## src/rtl/addr4u_fault_monitor.sv

```systemverilog
`default_nettype none
// ============================================================================
// Module   : addr4u_fault_monitor
// Purpose  : Watches an external 4-bit adder. Each accepted operand/result
//            pair is checked against a locally computed golden sum and
//            forwarded through a single valid/ready output register.
//            Repeated consecutive mismatches latch an ALARM state. In ALARM
//            the golden sum replaces the adder result. Only cnt_clr leaves
//            ALARM.
// Revision : 1.0  initial release
// ----------------------------------------------------------------------------
// Parameters
//   CNT_W   width of the saturating total-mismatch counter (>= 2)
//   THRESH  consecutive mismatches that force ALARM (1..15)
// Ports
//   clk        in   rising-edge clock
//   rst_n      in   asynchronous active-low reset (deassert synchronously)
//   in_valid   in   operand/result pair presented
//   in_ready   out  monitor accepts the pair this cycle
//   a, b       in   4-bit operands driven to the upstream adder
//   sum_dut    in   5-bit adder result for a, b (same cycle)
//   out_valid  out  registered result available
//   out_ready  in   downstream accepts the result
//   sum_out    out  corrected sum (pass-through in RUN, golden in ALARM)
//   err        out  registered pair was a mismatch
//   alarm      out  state register is ALARM
//   err_cnt    out  total mismatches, saturating
//   cnt_clr    in   synchronous clear of counters and ALARM
// ============================================================================
module addr4u_fault_monitor #(
  parameter int CNT_W  = 8,
  parameter int THRESH = 3
) (
  input  logic             clk,
  input  logic             rst_n,
  input  logic             in_valid,
  output logic             in_ready,
  input  logic [3:0]       a,
  input  logic [3:0]       b,
  input  logic [4:0]       sum_dut,
  output logic             out_valid,
  input  logic             out_ready,
  output logic [4:0]       sum_out,
  output logic             err,
  output logic             alarm,
  output logic [CNT_W-1:0] err_cnt,
  input  logic             cnt_clr
);

  typedef enum logic [0:0] {
    RUN   = 1'b0,
    ALARM = 1'b1
  } state_t;

  localparam logic [3:0]       THRESH_C  = 4'(THRESH);
  localparam logic [3:0]       CONSEC_MAX = 4'hF;
  localparam logic [CNT_W-1:0] CNT_ONE   = {{(CNT_W-1){1'b0}}, 1'b1};
  localparam logic [CNT_W-1:0] CNT_MAX   = {CNT_W{1'b1}};

  state_t           state;
  state_t           state_nxt;
  logic [3:0]       consec;
  logic [3:0]       consec_nxt;
  logic [CNT_W-1:0] err_cnt_nxt;

  logic             accept;
  logic [4:0]       golden;
  logic             mismatch;
  logic             trigger;
  logic             substitute;
  logic [4:0]       sum_sel;

  // Single output register: a new pair can enter whenever the register is
  // empty or is being drained in the same cycle.
  assign in_ready = !out_valid || out_ready;
  assign accept   = in_valid && in_ready;

  // Zero-extended add keeps the carry as bit 4.
  assign golden   = {1'b0, a} + {1'b0, b};
  assign mismatch = (sum_dut != golden);

  // --------------------------------------------------------------------------
  // Next-state / counter logic
  // --------------------------------------------------------------------------
  always_comb begin
    state_nxt   = state;
    consec_nxt  = consec;
    err_cnt_nxt = err_cnt;
    trigger     = 1'b0;

    if (accept) begin
      if (mismatch) begin
        if (consec != CONSEC_MAX) begin
          consec_nxt = consec + 4'd1;
        end
        if (err_cnt != CNT_MAX) begin
          err_cnt_nxt = err_cnt + CNT_ONE;
        end
        if ((state == RUN) && (consec_nxt >= THRESH_C)) begin
          trigger   = 1'b1;
          state_nxt = ALARM;
        end
      end else begin
        consec_nxt = 4'd0;
      end
    end

    // Clear has priority over any simultaneous accepted mismatch.
    if (cnt_clr) begin
      state_nxt   = RUN;
      consec_nxt  = 4'd0;
      err_cnt_nxt = '0;
    end

    // The pair that trips the alarm already uses the golden value, unless a
    // simultaneous clear cancelled the trip.
    substitute = (state == ALARM) || (trigger && !cnt_clr);
    sum_sel    = substitute ? golden : sum_dut;
  end

  // --------------------------------------------------------------------------
  // State and counters
  // --------------------------------------------------------------------------
  always_ff @(posedge clk or negedge rst_n) begin
    if (!rst_n) begin
      state   <= RUN;
      consec  <= 4'd0;
      err_cnt <= '0;
    end else begin
      state   <= state_nxt;
      consec  <= consec_nxt;
      err_cnt <= err_cnt_nxt;
    end
  end

  assign alarm = (state == ALARM);

  // --------------------------------------------------------------------------
  // Output register; cnt_clr has no effect here, so a held result survives it.
  // --------------------------------------------------------------------------
  always_ff @(posedge clk or negedge rst_n) begin
    if (!rst_n) begin
      out_valid <= 1'b0;
      sum_out   <= 5'd0;
      err       <= 1'b0;
    end else if (accept) begin
      out_valid <= 1'b1;
      sum_out   <= sum_sel;
      err       <= mismatch;
    end else if (out_ready) begin
      out_valid <= 1'b0;
    end
  end

endmodule
`default_nettype wire

```

## config.mk

```make
export PLATFORM = sky130hd
export DESIGN_NAME = addr4u_fault_monitor
export DESIGN_NICKNAME = d
export VERILOG_FILES = /design/src/rtl/addr4u_fault_monitor.sv
export SDC_FILE = /design/constraint.sdc
export NUM_CORES = 1
export LEC_CHECK = 0
export ABC_AREA = 1
export BUFFER_PORTS_ARGS = -buffer_cell sky130_fd_sc_hd__buf_2
export CAP_MARGIN = 20
export CORE_MARGIN = 5
export CORE_UTILIZATION = 40
export DETAILED_ROUTE_END_ITERATION = 6
export HOLD_SLACK_MARGIN = 0.03
export RECOVER_POWER = 50
export SYNTH_ARGS = -nofsm -noshare
export SYNTH_HDL_FRONTEND = slang
export SYNTH_SLANG_ARGS = --single-unit
```

## constraint.sdc

```tcl
create_clock -name clk -period 1.8 [get_ports clk]
set_input_delay 0.27 -clock clk [delete_from_list [all_inputs] [get_ports clk]]
set_output_delay 0.27 -clock clk [all_outputs]
set_load 0.005 [all_outputs]
```

After elaboration in Yosys (flattened, before gate mapping):

Cells that the tools add are included.

* flip-flop bits (word level): 20
* bits in latches: 0
* bits in writable memories: 0
* memory bits (read-only): 0
* bits of input ports: 18
* memories kept: 0

* add/subtract/negate cells: 3
* $mul: 0
* divide/modulo/power cells: 0
* $lt $le $gt $ge: 1
* equal/unequal tests: 3
* shift-type cells: 0
* multiplexer cells: 20
* bitwise gates (word level): 1
* reductions and logical operators: 14

Operator list (number)
* $mux 8: 4
* $mux 4: 6
* $reduce_bool 2->1: 5
* $mux 1: 9
* $add 8x1->8 const B: 1
* $ne 8x8->1 const B: 1
* $reduce_and 3->1: 2
* $add 4x4->5: 1
* $mux 5: 1
* $ne 5x5->1: 1
* $add 4x1->4 const B: 1
* $ge 4x2->1 const B: 1
* $ne 4x4->1 const B: 1
* $logic_and 1x1->1: 3
* $logic_not 1->1: 2
* $logic_or 1x1->1: 2
* $not 1->1: 1

Longest topological paths before layout:

Gate-level depths: netlist (run 1).

* word-level depth: 12
* mapped depth: 15
* gate-level depth less buffers: 14

Worst setup path after synthesis (run 1):

OpenSTA, ideal clock, no wires.

* path type: input to register
* start point: in a[0]
* end point: reg err_cnt[4]
* arrival: 1.918 ns
* path slack: -0.192 ns
* stages: 15
* path through: ha_1 fa_1 inv_1 nand2_1 nand2_1 nor2_1 nand3_1 nor2_2 nand3_2 nand2_4 nand2_4 nand2_4 buf_12 nand2_2 o21ai_2

* longest elaborated chain between the ends: 4

RTL lines
* start, declared: RTL line 38 `input logic [3:0] a,`
* $add 4x4->5: RTL line 79 `assign golden = {1'b0, a} + {1'b0, b};`
* $ne 5x5->1: RTL line 80 `assign mismatch = (sum_dut != golden);`
* $reduce_bool 2->1 (no source line)
* $reduce_and 3->1 (no source line)
* end signal, assigned: RTL line 132 `err_cnt <= err_cnt_nxt;`
* end, declared: RTL line 46 `output logic [CNT_W-1:0] err_cnt,`

No other way between the ends.
A chain may end at the register's enable or synchronous reset.

Worst setup path in the final report (run 1):

* start point: in a[0]
* end point: reg err_cnt[0]

The elaborated chain is that of the path after synthesis.

==> flow_summary_export.csv, run 1 <==
group,metric,value,unit
grt,first_global_vias,1260,
worst_setup_path,timing.rr.start,"consec[0]",
worst_setup_path,crit_required,2.03,ns
worst_setup_path,cp-end-kind,"flop",
hold_path,hold_start,"out_ready",
place,routabilityCongestion,0.793,
drt,route.detailed.vias_per_inst,4.68,
worst_setup_path,reg2regPathDepth,12,
yosys,yosysWarnings,0,
sta,timing_hold_violations_final,0,
worst_setup_path,critical_path_cell_sequence,"buf_6 -> ha_4 -> fa_1 -> inv_2 -> nand2_1 -> nand2_1 -> nor2_1 -> nand3_1 -> nor2_2 -> nand3_2 -> nand2_4 -> nand2_8 -> nand2_8 -> nand2_1 -> o21ai_2",
clocking,clk_pin_slew,0.13,ns
worst_setup_path,r2r_setup_slack,0.02,ns
yosys,synth_top_cells_by_count,"62 x nand2_1, 25 x nand3_1, 21 x inv_1",
drt,drt-pass1-iter-count,4,
clocking,worst_skew_pair.late_latency,0.31,ns
grt,grt_first_pass_wirelength,5.44,mm
status,status,"finished with violations",
clocking,clock_buffers_created_by_tritoncts,3,
floorplan,fp.dieArea,4820,um2
final_layout,flow.area_growth_from_synthesis,38.3,%
sta,achievable-frequency,555,MHz
floorplan,row_count,21,
final_layout,postLayoutCoreUtil,57.6,%
sta,setup-violations-final,1,
sta,grt_setup_unrepaired,"true",
worst_setup_path,cp_slowest_stage_delay,0.51,ns
sta,pins_over_slew_limit,0,
drt,drc,0,
drt,finalWirelength,3.21,mm
sta,post-route-period-util,100,%
worst_setup_path,regToRegEndpoint,"sum_out[0]",
hold_path,hold_path.class,"in -> reg",
floorplan,die-width,69.4,um
pwr,p_leak,1.07,nW
floorplan,floorplan.io_pins,35,
clocking,clock_sink_count,20,
yosys,synth_largest_type_area_fraction,35.4,%
yosys,synthDistinctLibCells,23,
yosys,part_of_the_yosys_area_used_for_sequential_elements,35.4,%
final_layout,post_route_cells_drive_above_1_share,41.8,%
hold_path,hold_depth,4,
place,place.port_buffers,34,
clocking,ctsHtreeMaxLevel,1,
worst_setup_path,path_common_cell,"nand2_1",
sta,slew_headroom,28.8,%
worst_setup_path,critPathArrivalTime,2.03,ns
place,place.detailed.hpwl,2.45,mm
worst_setup_path,critical-path-top-delay-family,"simple AND/OR/NAND/NOR gates",
final_layout,instances_no_fill,290,
worst_setup_path,cp.depth,15,
status,violations_in_the_final_reports,"negative setup slack",
worst_setup_path,critical_path.slowest_cell,"fa_1",
sta,clock_skew,0.0207,ns
worst_setup_path,crit_buf_inv,2,
yosys,synth_area_leaders,"dfrtp_1 35%, nand2_1 16%, nand3_1 8.9%",
flow_run,max_cap_viol_count,0,
yosys,syn-cell-area,1410,um2
grt,antenna_found_initial,0,
yosys,synth-edff-count,0,
hold_path,min_delay_worst_endpoint,"out_valid",
yosys,yosys.area.top_type,"dfrtp_1",
grt,global_route.usage.total,13.4,%
sta,setup-tns-final,-0.000720,ns
final_layout,finish.instance_area,1950,um2
final_layout,nFillCells,322,
grt,grt_max_degree,21,
worst_setup_path,worst-setup-path-type,"in -> reg",
yosys,number_of_nets_produced_by_synthesis,215,
place,post-place-ws,-0.434,ns
pwr,p_total,1.28,mW
sta,fin_ws,-0.000720,ns
sta,fin_worst_hold_slack,0.223,ns
sta,timing.final.crit_period,1.80,ns
pwr,irDropWorstVdd,0.773,mV
worst_setup_path,timing.critical_path.fanout_max,8,
yosys,yosys_most_used_dff,"dfrtp_1",
clocking,cts.root.buffer_cell,"clkbuf_4",
yosys,post-synth-top-count-cell,"nand2_1",
yosys,synthArstFlopShare,100,%
place,placed_area,1730,um2
place,dp_cells,281,
floorplan,coreArea,3390,um2
final_layout,final_net_count,270,
yosys,syn-mean-instance-area,7.43,um2
drt,postRouteAntennaNets,0,
drt,detail_route.wl_per_cell,11.1,um
final_layout,num_antenna_cells,0,
clocking,tritoncts_clock_tree,"built",
pwr,power_density_of_the_placed_cells,654,nW/um2
clocking,max-clock-path-buffers,2,
drt,dr_total_vias,1357,
drt,drtIter0Drc,35,
worst_setup_path,startpoint_type,"input pin",
sta,tightestPinTransition,1.07,ns
floorplan,die-height,69.4,um
yosys,synth.ff_latch_count,20,
floorplan,initial_core_util,41.7,%
grt,grt_overflow,0,
yosys,synthesis.instances,190,
## worst reg2reg max path: stages, from the launching register on
cell     delay [ns]
dfrtp_1        0.43
ha_2           0.21
nand2_2        0.07
inv_4          0.08
nand2_4        0.06
o21ai_1        0.21
nand2_2        0.10
nand3_4        0.07
nand3_4        0.12
nand2_4        0.13
nand2_1        0.05
nand3_1        0.07
nand2_1        0.06
## final cells by class
class,count,area (um2),area share [%]
Sequential cell,20,500,25.6
Inverter,25,101,5.19
Multi-Input combinational cell,144,926,47.4
Clock inverter,1,30.0,1.54
Clock buffer,3,22.5,1.15
Timing Repair Buffer,51,315,16.1
Tap cell,46,57.6,2.95
## cells by family after synthesis
kind of cell               Yosys count  share of synthesized area (%)
DFF                                 20                           35.4
adders and majority gates            7                           6.73
xor gates and xnor gates             5                           3.10
and+or+nand+nor                    115                           38.3
buffers and inverters               27                           8.59
AOI/OAI and AO/OA                   16                           7.88
## repair_timing
| item | in CTS | in global routing |
|---|---|---|
| resized for setup | 4 | 32 |
| setup endpoints to repair | 15 | 17 |
| hold buffers | 1 | 0 |
| hold endpoints to repair | 20 | 0 |
| pin swaps | 5 | 11 |
| setup buffers | 0 | 3 |
| cloned | 0 | 1 |
## metal layers
layer | global-route usage [%] | wire (um) | vias up
li1 | - | - | 721
met1 | 18.9 | 1560 | 605
met2 | 20.8 | 1510 | 29
met3 | 3.62 | 113 | 2
met4 | 1.95 | 19 | 0
met5 | 0 | 0 | -
## power by group
part | leakage [nW] | internal, mW | switching, mW
clock network | 0.0279 | 0.225 | 0.141
registers | 0.262 | 0.492 | 0.0369
logic | 0.776 | 0.174 | 0.209
## layout by cell type, fill, tap and decap left out, drive strengths merged
| master | synthesis | layout |
|---|---|---|
| a21oi | 2 | 2 |
| buf | 2 | 49 |
| bufinv | 0 | 1 |
| clkbuf | 0 | 4 |
| dfrtp | 20 | 20 |
| dlygate4sd3 | 0 | 1 |
| fa | 1 | 1 |
| ha | 6 | 6 |
| inv | 25 | 25 |
| nand2 | 69 | 70 |
| nand3 | 28 | 28 |
| nand4 | 2 | 2 |
| nor2 | 10 | 10 |
| nor3 | 1 | 1 |
| o21ai | 13 | 13 |
| o22ai | 1 | 1 |
| or2 | 5 | 5 |
| xor2 | 5 | 5 |
## state kept, by name (all words and copies together) (netlist names)
register and cells:
alarm 1, consec 4, err 1, err_cnt 8, out_valid 1, sum_out 5
## how the worst max path moves through the flow
stage                          from  slack [ns]          to
after global placement         a[0]       -0.38  err_cnt[7]
after detailed placement       a[0]       -0.43  err_cnt[6]
after floorplan                a[0]       -0.17  err_cnt[4]
after CTS                      a[0]       0.003   consec[1]
after global routing      consec[0]       -0.10  sum_out[0]
final                          a[0]     -0.0007  err_cnt[0]
Note: power is estimated with default switching activity, not from simulation.
==> inputs of run 2 (changes only) <==
--- a/config.mk
+++ b/config.mk
@@ -9,7 +9,7 @@
 export BUFFER_PORTS_ARGS = -buffer_cell sky130_fd_sc_hd__buf_2
 export CAP_MARGIN = 20
 export CORE_MARGIN = 5
-export CORE_UTILIZATION = 40
+export CORE_UTILIZATION = 25
 export DETAILED_ROUTE_END_ITERATION = 6
 export HOLD_SLACK_MARGIN = 0.03
 export RECOVER_POWER = 50
==> run 2 against run 1 <==
  * The run still ends with negative setup slack left
  * Register-to-register slack about the same
  * First-iteration DRC count grew to 2.5 times the previous value
  * Clock power down 20%
  * Hold slack improved by 0.085 ns
  * Sequential power about the same
  * Flip-flop and latch count unchanged
  * Clock-buffer cell count did not move
  * Largest cell class unchanged
==> flow_summary_export.csv, run 2 (same netlist as run 1, synthesis figures left out) <==
group,metric,value,unit
sta,clock_skew,0.00691,ns
final_layout,layout_commonest_cell,"nand2_1",
pwr,power_density_of_the_placed_cells,620,nW/um2
worst_setup_path,critical_path.slowest_cell,"fa_1",
grt,grt_overflow,0,
floorplan,floorplan.io_pins,35,
final_layout,finish.instance_area,2020,um2
final_layout,final_net_count,273,
clocking,cts.root.buffer_cell,"clkbuf_8",
pwr,p_total,1.26,mW
hold_path,hold_path.class,"in -> reg",
worst_setup_path,startpoint_type,"input pin",
final_layout,largest_register_ffs,8,
worst_setup_path,cp-end-kind,"flop",
clocking,clock_sink_count,20,
clocking,worst_skew_pair.late_latency,0.26,ns
clocking,max-clock-path-buffers,2,
worst_setup_path,path_common_cell,"buf_4",
grt,antenna_found_initial,0,
place,placed_area,1740,um2
drt,detail_route.wl_per_cell,11.3,um
grt,global_route.usage.total,9.70,%
drt,drtIter0Drc,89,
worst_setup_path,cp-startpoint,"b[0]",
clocking,tritoncts_clock_tree,"built",
floorplan,coreArea,5510,um2
worst_setup_path,r2r_setup_slack,0.03,ns
worst_setup_path,worst-setup-path-type,"in -> reg",
grt,first_global_vias,1335,
worst_setup_path,timing.rr.start,"err_cnt[0]",
clocking,clock_buffers_created_by_tritoncts,3,
drt,postRouteAntennaNets,0,
final_layout,flow.area_growth_from_synthesis,43.3,%
floorplan,die-width,85.2,um
worst_setup_path,worst_setup_path_endpoint,"sum_out[1]",
final_layout,registers_with_the_most_flip_flops,"err_cnt: 8 flops, sum_out: 5 flops, consec: 4 flops",
sta,achievable-frequency,516,MHz
worst_setup_path,cp_slowest_stage_delay,0.53,ns
place,routabilityCongestion,0.820,
floorplan,die-height,85.2,um
worst_setup_path,crit_required,2.00,ns
sta,post-route-period-util,108,%
drt,dr_total_vias,1417,
drt,drc,0,
final_layout,nFillCells,579,
sta,timing_hold_violations_final,0,
worst_setup_path,reg2regPathDepth,7,
worst_setup_path,timing.critical_path.fanout_max,2,
sta,pins_over_slew_limit,0,
final_layout,post_route_cells_drive_above_1_share,45.9,%
floorplan,row_count,27,
floorplan,fp.dieArea,7250,um2
flow_run,max_cap_viol_count,0,
grt,grt_first_pass_wirelength,5.89,mm
grt,grt_max_degree,21,
sta,grt_setup_unrepaired,"true",
drt,drt-pass1-iter-count,4,
status,violations_in_the_final_reports,"negative setup slack",
pwr,irDropWorstVdd,0.283,mV
floorplan,initial_core_util,25.7,%
worst_setup_path,critical_path_cell_sequence,"buf_6 -> ha_4 -> fa_1 -> inv_2 -> buf_4 -> buf_4 -> buf_4 -> buf_4 -> buf_4 -> buf_4 -> buf_4 -> nand2_2 -> nand3_2 -> nand2_2",
final_layout,num_antenna_cells,0,
status,status,"finished with violations",
worst_setup_path,critPathArrivalTime,2.14,ns
sta,setup-violations-final,17,
drt,finalWirelength,3.60,mm
final_layout,max_flop_register,"err_cnt",
sta,timing.final.crit_period,1.94,ns
clocking,clk_pin_slew,0.07,ns
place,place.port_buffers,34,
sta,tightestPinTransition,1.14,ns
worst_setup_path,regToRegEndpoint,"err_cnt[7]",
sta,fin_ws,-0.138,ns
sta,slew_headroom,24.2,%
clocking,ctsHtreeMaxLevel,1,
final_layout,most_frequent_cells_in_the_layout,"45 x nand2_1, 31 x buf_2, 21 x nand3_1",
pwr,p_leak,1.08,nW
final_layout,seq_area,500,um2
place,place.detailed.hpwl,2.52,mm
final_layout,area_taken_by_multi_input_logic_gates,952,um2
drt,route.detailed.vias_per_inst,4.46,
run 2: worst min-delay path by stage:
stage | start | endpoint | slack (ns) | depth (start not counted)
6_report | out_ready | out_valid | 0.31 | 4
5_1_grt | out_ready | out_valid | 0.33 | 4
4_1_cts | out_ready | out_valid | 0.29 | 4
3_5_place_dp | rst_n | err_cnt[5] | 0.25 | 1
3_3_place_gp | rst_n | err_cnt[5] | 0.25 | 1
2_1_floorplan | rst_n | alarm | -0.03 | 0
run 2: area by class of cell:
class                   instances  share of cell area, %
clock buffers                   3                   2.04
flip-flops and latches         20                   24.7
well taps                      72                   4.45
repair buffers                 54                   16.9
multi-input cells             144                   47.0
inverters                      25                   4.88
run 2: metrics by stage:
step	hold WS [ns]	setup WS, ns	utilization, %	std cells	TNS, ns
CTS	0.295	-0.0193	34.9	316	-0.0566
finish	0.307	-0.138	36.8	318	-1.21
global route	0.328	-0.208	36.8	318	-3.12
detailed placement	0.253	-0.398	31.5	304	-6.53
global placement	0.249	-0.379	31.5	304	-6.16
floorplan	-0.0256	-0.173	-	190	-1.82
run 2: power breakdown:
| group | switching [mW] | internal, mW | total [mW] |
|---|---|---|---|
| clock network | 0.143 | 0.149 | 0.292 |
| registers | 0.0396 | 0.492 | 0.532 |
| logic | 0.230 | 0.201 | 0.431 |
run 2: critical path: cells and delay by family:
family        cells  cell delay (ns)
fa+ha+maj         2             0.68
buf+inv           9             1.00
simple gates      3             0.19
run 2: repair_timing:
action	CTS	global route
setup buffers	7	2
hold endpoints to repair	20	0
gates cloned	1	0
pin swaps	10	14
hold buffers	1	0
resized for setup	17	27
setup endpoints to repair	16	19
run 2: layer usage:
layer | GRT usage, % | vias up | part of all wire, % | routed length, um
li1 | - | 721 | - | -
met1 | 12.6 | 666 | 46 | 1650
met2 | 16.5 | 21 | 49 | 1780
met3 | 0.874 | 9 | 2.1 | 76
met4 | 4.03 | 0 | 2.6 | 92
met5 | 0 | - | 0 | 0
